**src/rtl/multi_cycle_control_unit.sv**
```systemverilog
// Control FSM for the shared multi-cycle RV32I datapath: sequences IF/ID/EX/MEM/WB/BR/HALT
// and drives every datapath enable and mux select from the current state and IR opcode.
module multi_cycle_control_unit (
    input  logic       clk,
    input  logic       reset,
    input  logic [6:0] opcode,
    input  logic       bcond,
    input  logic       mem_ready,
    input  logic       halt_req,
    output logic       pc_write,
    output logic       i_or_d,
    output logic       mem_read,
    output logic       mem_write,
    output logic       ir_write,
    output logic       mdr_write,
    output logic       alu_out_write,
    output logic       mem_to_reg,
    output logic       reg_write,
    output logic       pc_source,
    output logic       alu_src_a,
    output logic [1:0] alu_src_b,
    output logic [1:0] alu_op,
    output logic       is_ecall,
    output logic       illegal_inst,
    output logic       retire,
    output logic       is_halted,
    output logic [2:0] state
);

    localparam logic [6:0] OpR      = 7'b0110011;
    localparam logic [6:0] OpI      = 7'b0010011;
    localparam logic [6:0] OpLoad   = 7'b0000011;
    localparam logic [6:0] OpStore  = 7'b0100011;
    localparam logic [6:0] OpBranch = 7'b1100011;
    localparam logic [6:0] OpJal    = 7'b1101111;
    localparam logic [6:0] OpJalr   = 7'b1100111;
    localparam logic [6:0] OpEcall  = 7'b1110011;

    typedef enum logic [2:0] {
        StIf   = 3'd0,
        StId   = 3'd1,
        StEx   = 3'd2,
        StMem  = 3'd3,
        StWb   = 3'd4,
        StBr   = 3'd5,
        StHalt = 3'd6
    } state_e;

    state_e state_q, state_d;

    always_ff @(posedge clk) begin
        if (reset) begin
            state_q <= StIf;
        end else begin
            state_q <= state_d;
        end
    end

    logic is_load;
    assign is_load = (opcode == OpLoad);

    always_comb begin
        state_d       = state_q;
        pc_write      = 1'b0;
        i_or_d        = 1'b0;
        mem_read      = 1'b0;
        mem_write     = 1'b0;
        ir_write      = 1'b0;
        mdr_write     = 1'b0;
        alu_out_write = 1'b0;
        mem_to_reg    = 1'b0;
        reg_write     = 1'b0;
        pc_source     = 1'b0;
        alu_src_a     = 1'b0;
        alu_src_b     = 2'b00;
        alu_op        = 2'b00;
        is_ecall      = 1'b0;
        illegal_inst  = 1'b0;
        retire        = 1'b0;
        is_halted     = 1'b0;

        unique case (state_q)
            StIf: begin
                mem_read = 1'b1;
                ir_write = mem_ready;
                if (mem_ready) state_d = StId;
            end
            StId: begin
                alu_src_b     = 2'b01;
                alu_out_write = 1'b1;
                state_d       = StEx;
            end
            StEx: begin
                // PC takes the old ALUOut (PC+4) while ALUOut is reloaded on the same edge
                case (opcode)
                    OpR, OpI: begin
                        alu_src_a     = 1'b1;
                        alu_src_b     = (opcode == OpI) ? 2'b10 : 2'b00;
                        alu_op        = 2'b10;
                        alu_out_write = 1'b1;
                        pc_write      = 1'b1;
                        pc_source     = 1'b1;
                        state_d       = StWb;
                    end
                    OpLoad, OpStore: begin
                        alu_src_a     = 1'b1;
                        alu_src_b     = 2'b10;
                        alu_out_write = 1'b1;
                        pc_write      = 1'b1;
                        pc_source     = 1'b1;
                        state_d       = StMem;
                    end
                    OpBranch: begin
                        alu_src_a = 1'b1;
                        alu_op    = 2'b01;
                        pc_source = 1'b1;
                        pc_write  = !bcond;
                        retire    = !bcond;
                        state_d   = bcond ? StBr : StIf;
                    end
                    OpJal, OpJalr: begin
                        alu_src_a = (opcode == OpJalr);
                        alu_src_b = 2'b10;
                        pc_write  = 1'b1;
                        state_d   = StWb;
                    end
                    OpEcall: begin
                        is_ecall  = 1'b1;
                        pc_write  = 1'b1;
                        pc_source = 1'b1;
                        retire    = !halt_req;
                        state_d   = halt_req ? StHalt : StIf;
                    end
                    default: begin
                        illegal_inst = 1'b1;
                        pc_write     = 1'b1;
                        pc_source    = 1'b1;
                        state_d      = StIf;
                    end
                endcase
            end
            StMem: begin
                i_or_d = 1'b1;
                if (is_load) begin
                    mem_read  = 1'b1;
                    mdr_write = mem_ready;
                    if (mem_ready) state_d = StWb;
                end else begin
                    mem_write = 1'b1;
                    retire    = mem_ready;
                    if (mem_ready) state_d = StIf;
                end
            end
            StWb: begin
                reg_write  = 1'b1;
                mem_to_reg = is_load;
                retire     = 1'b1;
                state_d    = StIf;
            end
            StBr: begin
                alu_src_b = 2'b10;
                pc_write  = 1'b1;
                retire    = 1'b1;
                state_d   = StIf;
            end
            StHalt: begin
                is_halted = 1'b1;
            end
            default: begin
                state_d = StIf;
            end
        endcase

        // Reset forces every output low in the same cycle so no partial write completes
        if (reset) begin
            pc_write      = 1'b0;
            i_or_d        = 1'b0;
            mem_read      = 1'b0;
            mem_write     = 1'b0;
            ir_write      = 1'b0;
            mdr_write     = 1'b0;
            alu_out_write = 1'b0;
            mem_to_reg    = 1'b0;
            reg_write     = 1'b0;
            pc_source     = 1'b0;
            alu_src_a     = 1'b0;
            alu_src_b     = 2'b00;
            alu_op        = 2'b00;
            is_ecall      = 1'b0;
            illegal_inst  = 1'b0;
            retire        = 1'b0;
            is_halted     = 1'b0;
        end
    end

    assign state = reset ? 3'd0 : state_q;

endmodule
```
**config.mk**
```make
export PLATFORM = sky130hd
export DESIGN_NAME = multi_cycle_control_unit
export DESIGN_NICKNAME = d
export VERILOG_FILES = /design/src/rtl/multi_cycle_control_unit.sv
export SDC_FILE = /design/constraint.sdc
export NUM_CORES = 1
export LEC_CHECK = 0
export BUFFER_PORTS_ARGS = -buffer_cell sky130_fd_sc_hd__buf_2
export CORE_ASPECT_RATIO = 1.1
export CORE_MARGIN = 8
export CORE_UTILIZATION = 30
export DETAILED_ROUTE_END_ITERATION = 8
export GPL_TIMING_DRIVEN = 0
export HOLD_SLACK_MARGIN = 0.15
export PLACE_DENSITY_LB_ADDON = 0.1
export SYNTH_ARGS = -nofsm -noshare
export SYNTH_HDL_FRONTEND = slang
export SYNTH_SLANG_ARGS = --single-unit
```
**constraint.sdc**
```tcl
create_clock -name clk -period 3.9 [get_ports clk]
set_input_delay 0 -clock clk [delete_from_list [all_inputs] [get_ports clk]]
set_output_delay 0 -clock clk [all_outputs]
set_load 0.03 [all_outputs]
```
==> qor.yml <==
status:
  status: "finished, final reports clean"
sta:
  skew_ns: 0.00573
  fin_setup_tns_ns: 0
  rsz0062_at_grt: "no"
  period_minus_slack_ns: 2.19
  final_max_slew_viol_count: 0
  fin_crit_sh: 0.561
  hold_viol_final: 0
  clock.fmax_ghz: 0.457
  setup_viol: 0
  slew-limit-headroom: 0.562
  worst_slew_pin_slew_ns: 0.651
final_layout:
  finalNetCount: 129
  largest_register: "state_q"
  final_cell_mix: "buf_2, nor2_1, clkbuf_1"
  drive_above_1_share: 0.371
  syn_to_final_growth_pct: 46.1
  largest_reg_flops: 3
  diodes: 0
  final_common_cell: "buf_2"
  top_regs: "state_q: 3 flops"
floorplanning:
  rows: 15
  die_h_um: 58.6
  start_util: 0.317
  core_area_um2: 1560
  die_area_um2: 3200
  io_pins: 34
  die_x_um: 54.7
synth:
  avgSynthCellArea_um2: 6.34
  syn_area_um2: 494
  synth_fp_nets: 90
  yosysWarnings: 0
  synth-simple-area-share: 0.532
  synth-edff-count: 0
  yosys-mux-area-fraction: 0.0203
  synth_top_family_by_area: "simple AND/OR/NAND/NOR gates"
  synth_fa_ha_area_frac: 0
  netlist_instances: 78
  ys_async_sr_fraction: 0
  synth_ff_type: "dfxtp_1"
  yosysUniqueCellTypes: 31
  ys_seq_elements: 3
  synth_xor_xnor_area_share: 0
  ys_seq_area_frac: 0.122
  synth_compound_area_frac: 0.251
clocking:
  cts_resized: 0
  h-tree-depth: 1
  cts_root_buffer: "clkbuf_4"
  cts_max_path_buffers: 2
  cts_buffers: 3
  clk_pin_slew_worst_paths_ns: 0.03
  worstSkewPairLatency_ns: 0.23
  cts_setup_buffers: 0
  clock_sinks: 3
  postCtsHoldBufs: 2
  cts_tree: "built"
setup_path:
  cp.arrival_ns: 2.19
  cp-endpoint: "illegal_inst"
  r2r_setup_slack_ns: 2.21
  critPathRequiredTime_ns: 3.90
  start_kind: "flop"
  r2r-end: "state_q[2]"
  path_class: "reg2out"
  crit_path_end_kind: "output port"
  cp-startpoint: "state_q[2]"
  worst-path-max-fanout: 9
  r2r_start: "state_q[0]"
  reg2reg_depth: 4
global_route:
  grt-ovfl-total: 0
  grtUsageMet2: 0.169
  grt_pass1_wl_um: 2770
  grt.busiest_layer: "met2"
  grt_antenna_before_repair: 0
  grt_start_max_net_pins: 11
  use_met3: 0.0302
  grt_pass1_vias: 678
  use_met1: 0.139
  track_usage: 0.109
detailed_routing:
  drc: 0
  drt_iter0_drc: 10
  dr.pass1.iters: 4
  postRouteAntennaNets: 0
  wl_per_cell_um: 12.9
  drt_wl_total_um: 1720
  vias: 706
  via_per_inst: 5.31
power_and_ir_drop:
  p_leak_nw: 0.351
  combPwrFrac: 0.325
  p_clk_frac: 0.424
  p_switching_uw: 43.4
  peakVddDrop_uv: 170
  p_int_uw: 85.3
  sequentialPowerShare: 0.250
  power_density_nw_per_um2: 178
  power_uw: 129
  netSwitchingFraction: 0.337
flow_run:
  cap_viol_max_count: 0
placement:
  portBuffers: 32
  place_congestion: 0.760
  dp_hpwl_um: 1370
worst_hold_path:
  hold_class: "in2reg"
## critical path, stage by stage, from the launching register on
cell and delay [ns]:
dfxtp_1 0.29, clkbuf_1 0.18, or2_2 0.33, clkbuf_1 0.16, or2_2 0.31, clkbuf_1 0.18
nor4_2 0.27, buf_2 0.24
## power by group through the flow
stage                     clock (mW)  combinational [mW]  sequential (mW)
after floorplan                    0              0.0257           0.0326
after global placement             0              0.0402           0.0327
after detailed placement           0              0.0404           0.0327
after CTS                     0.0556              0.0420           0.0322
after global routing          0.0586              0.0462           0.0323
final                         0.0547              0.0419           0.0322
## layout make-up
cell class / instances / area, um^2
clock buffer: 4 / 26.3
sequential: 3 / 60.1
buffer: 6 / 22.5
tap: 17 / 21.3
inverter: 4 / 15.0
fill: 174 / 836
timing repair buffer: 34 / 180
multi-input combinational: 65 / 397
## layer usage
layer / vias to the layer above / share of wire
met1: 318 / 0.47
met2: 26 / 0.46
met3: 0 / 0.072
li1: 362 / -
met4: 0 / 0
met5: - / 0
## cells in the mapped netlist (3+ instances only)
cell	count	area, um^2
a21oi_1	5	25.0
nand2_1	6	22.5
clkbuf_1	6	22.5
inv_1	4	15.0
o22ai_1	3	18.8
nor3_1	4	20.0
nand2b_1	3	18.8
dfxtp_1	3	60.1
nor2_1	16	60.1
## cells by family after synthesis
kind of cell | count (synthesis)
simple gates | 48
mux | 1
buf+inv | 10
compound gates | 16
flops | 3
## stage by stage
stage	area, um^2	utilization	instances	hold WS [ns]	setup WS (ns)
2_1_floorplan	494	-	78	0.209	1.89
4_1_cts	722	0.463	133	0.201	1.72
6_report	722	0.463	133	0.200	1.71
3_3_place_gp	676	0.434	127	0.344	1.96
3_5_place_dp	676	0.434	127	0.347	1.97
5_1_grt	722	0.463	133	0.227	1.58
## how the worst min path moves through the flow
stage / from / to / slack [ns] / cells past startpoint
5_1_grt: reset / state_q[2] / 0.23 / 2
4_1_cts: reset / state_q[2] / 0.20 / 2
6_report: reset / state_q[2] / 0.20 / 2
3_5_place_dp: opcode[4] / state_q[2] / 0.35 / 3
3_3_place_gp: opcode[4] / state_q[2] / 0.34 / 3
2_1_floorplan: mem_ready / state_q[0] / 0.21 / 2
Note: power is estimated with default switching activity, not from simulation.
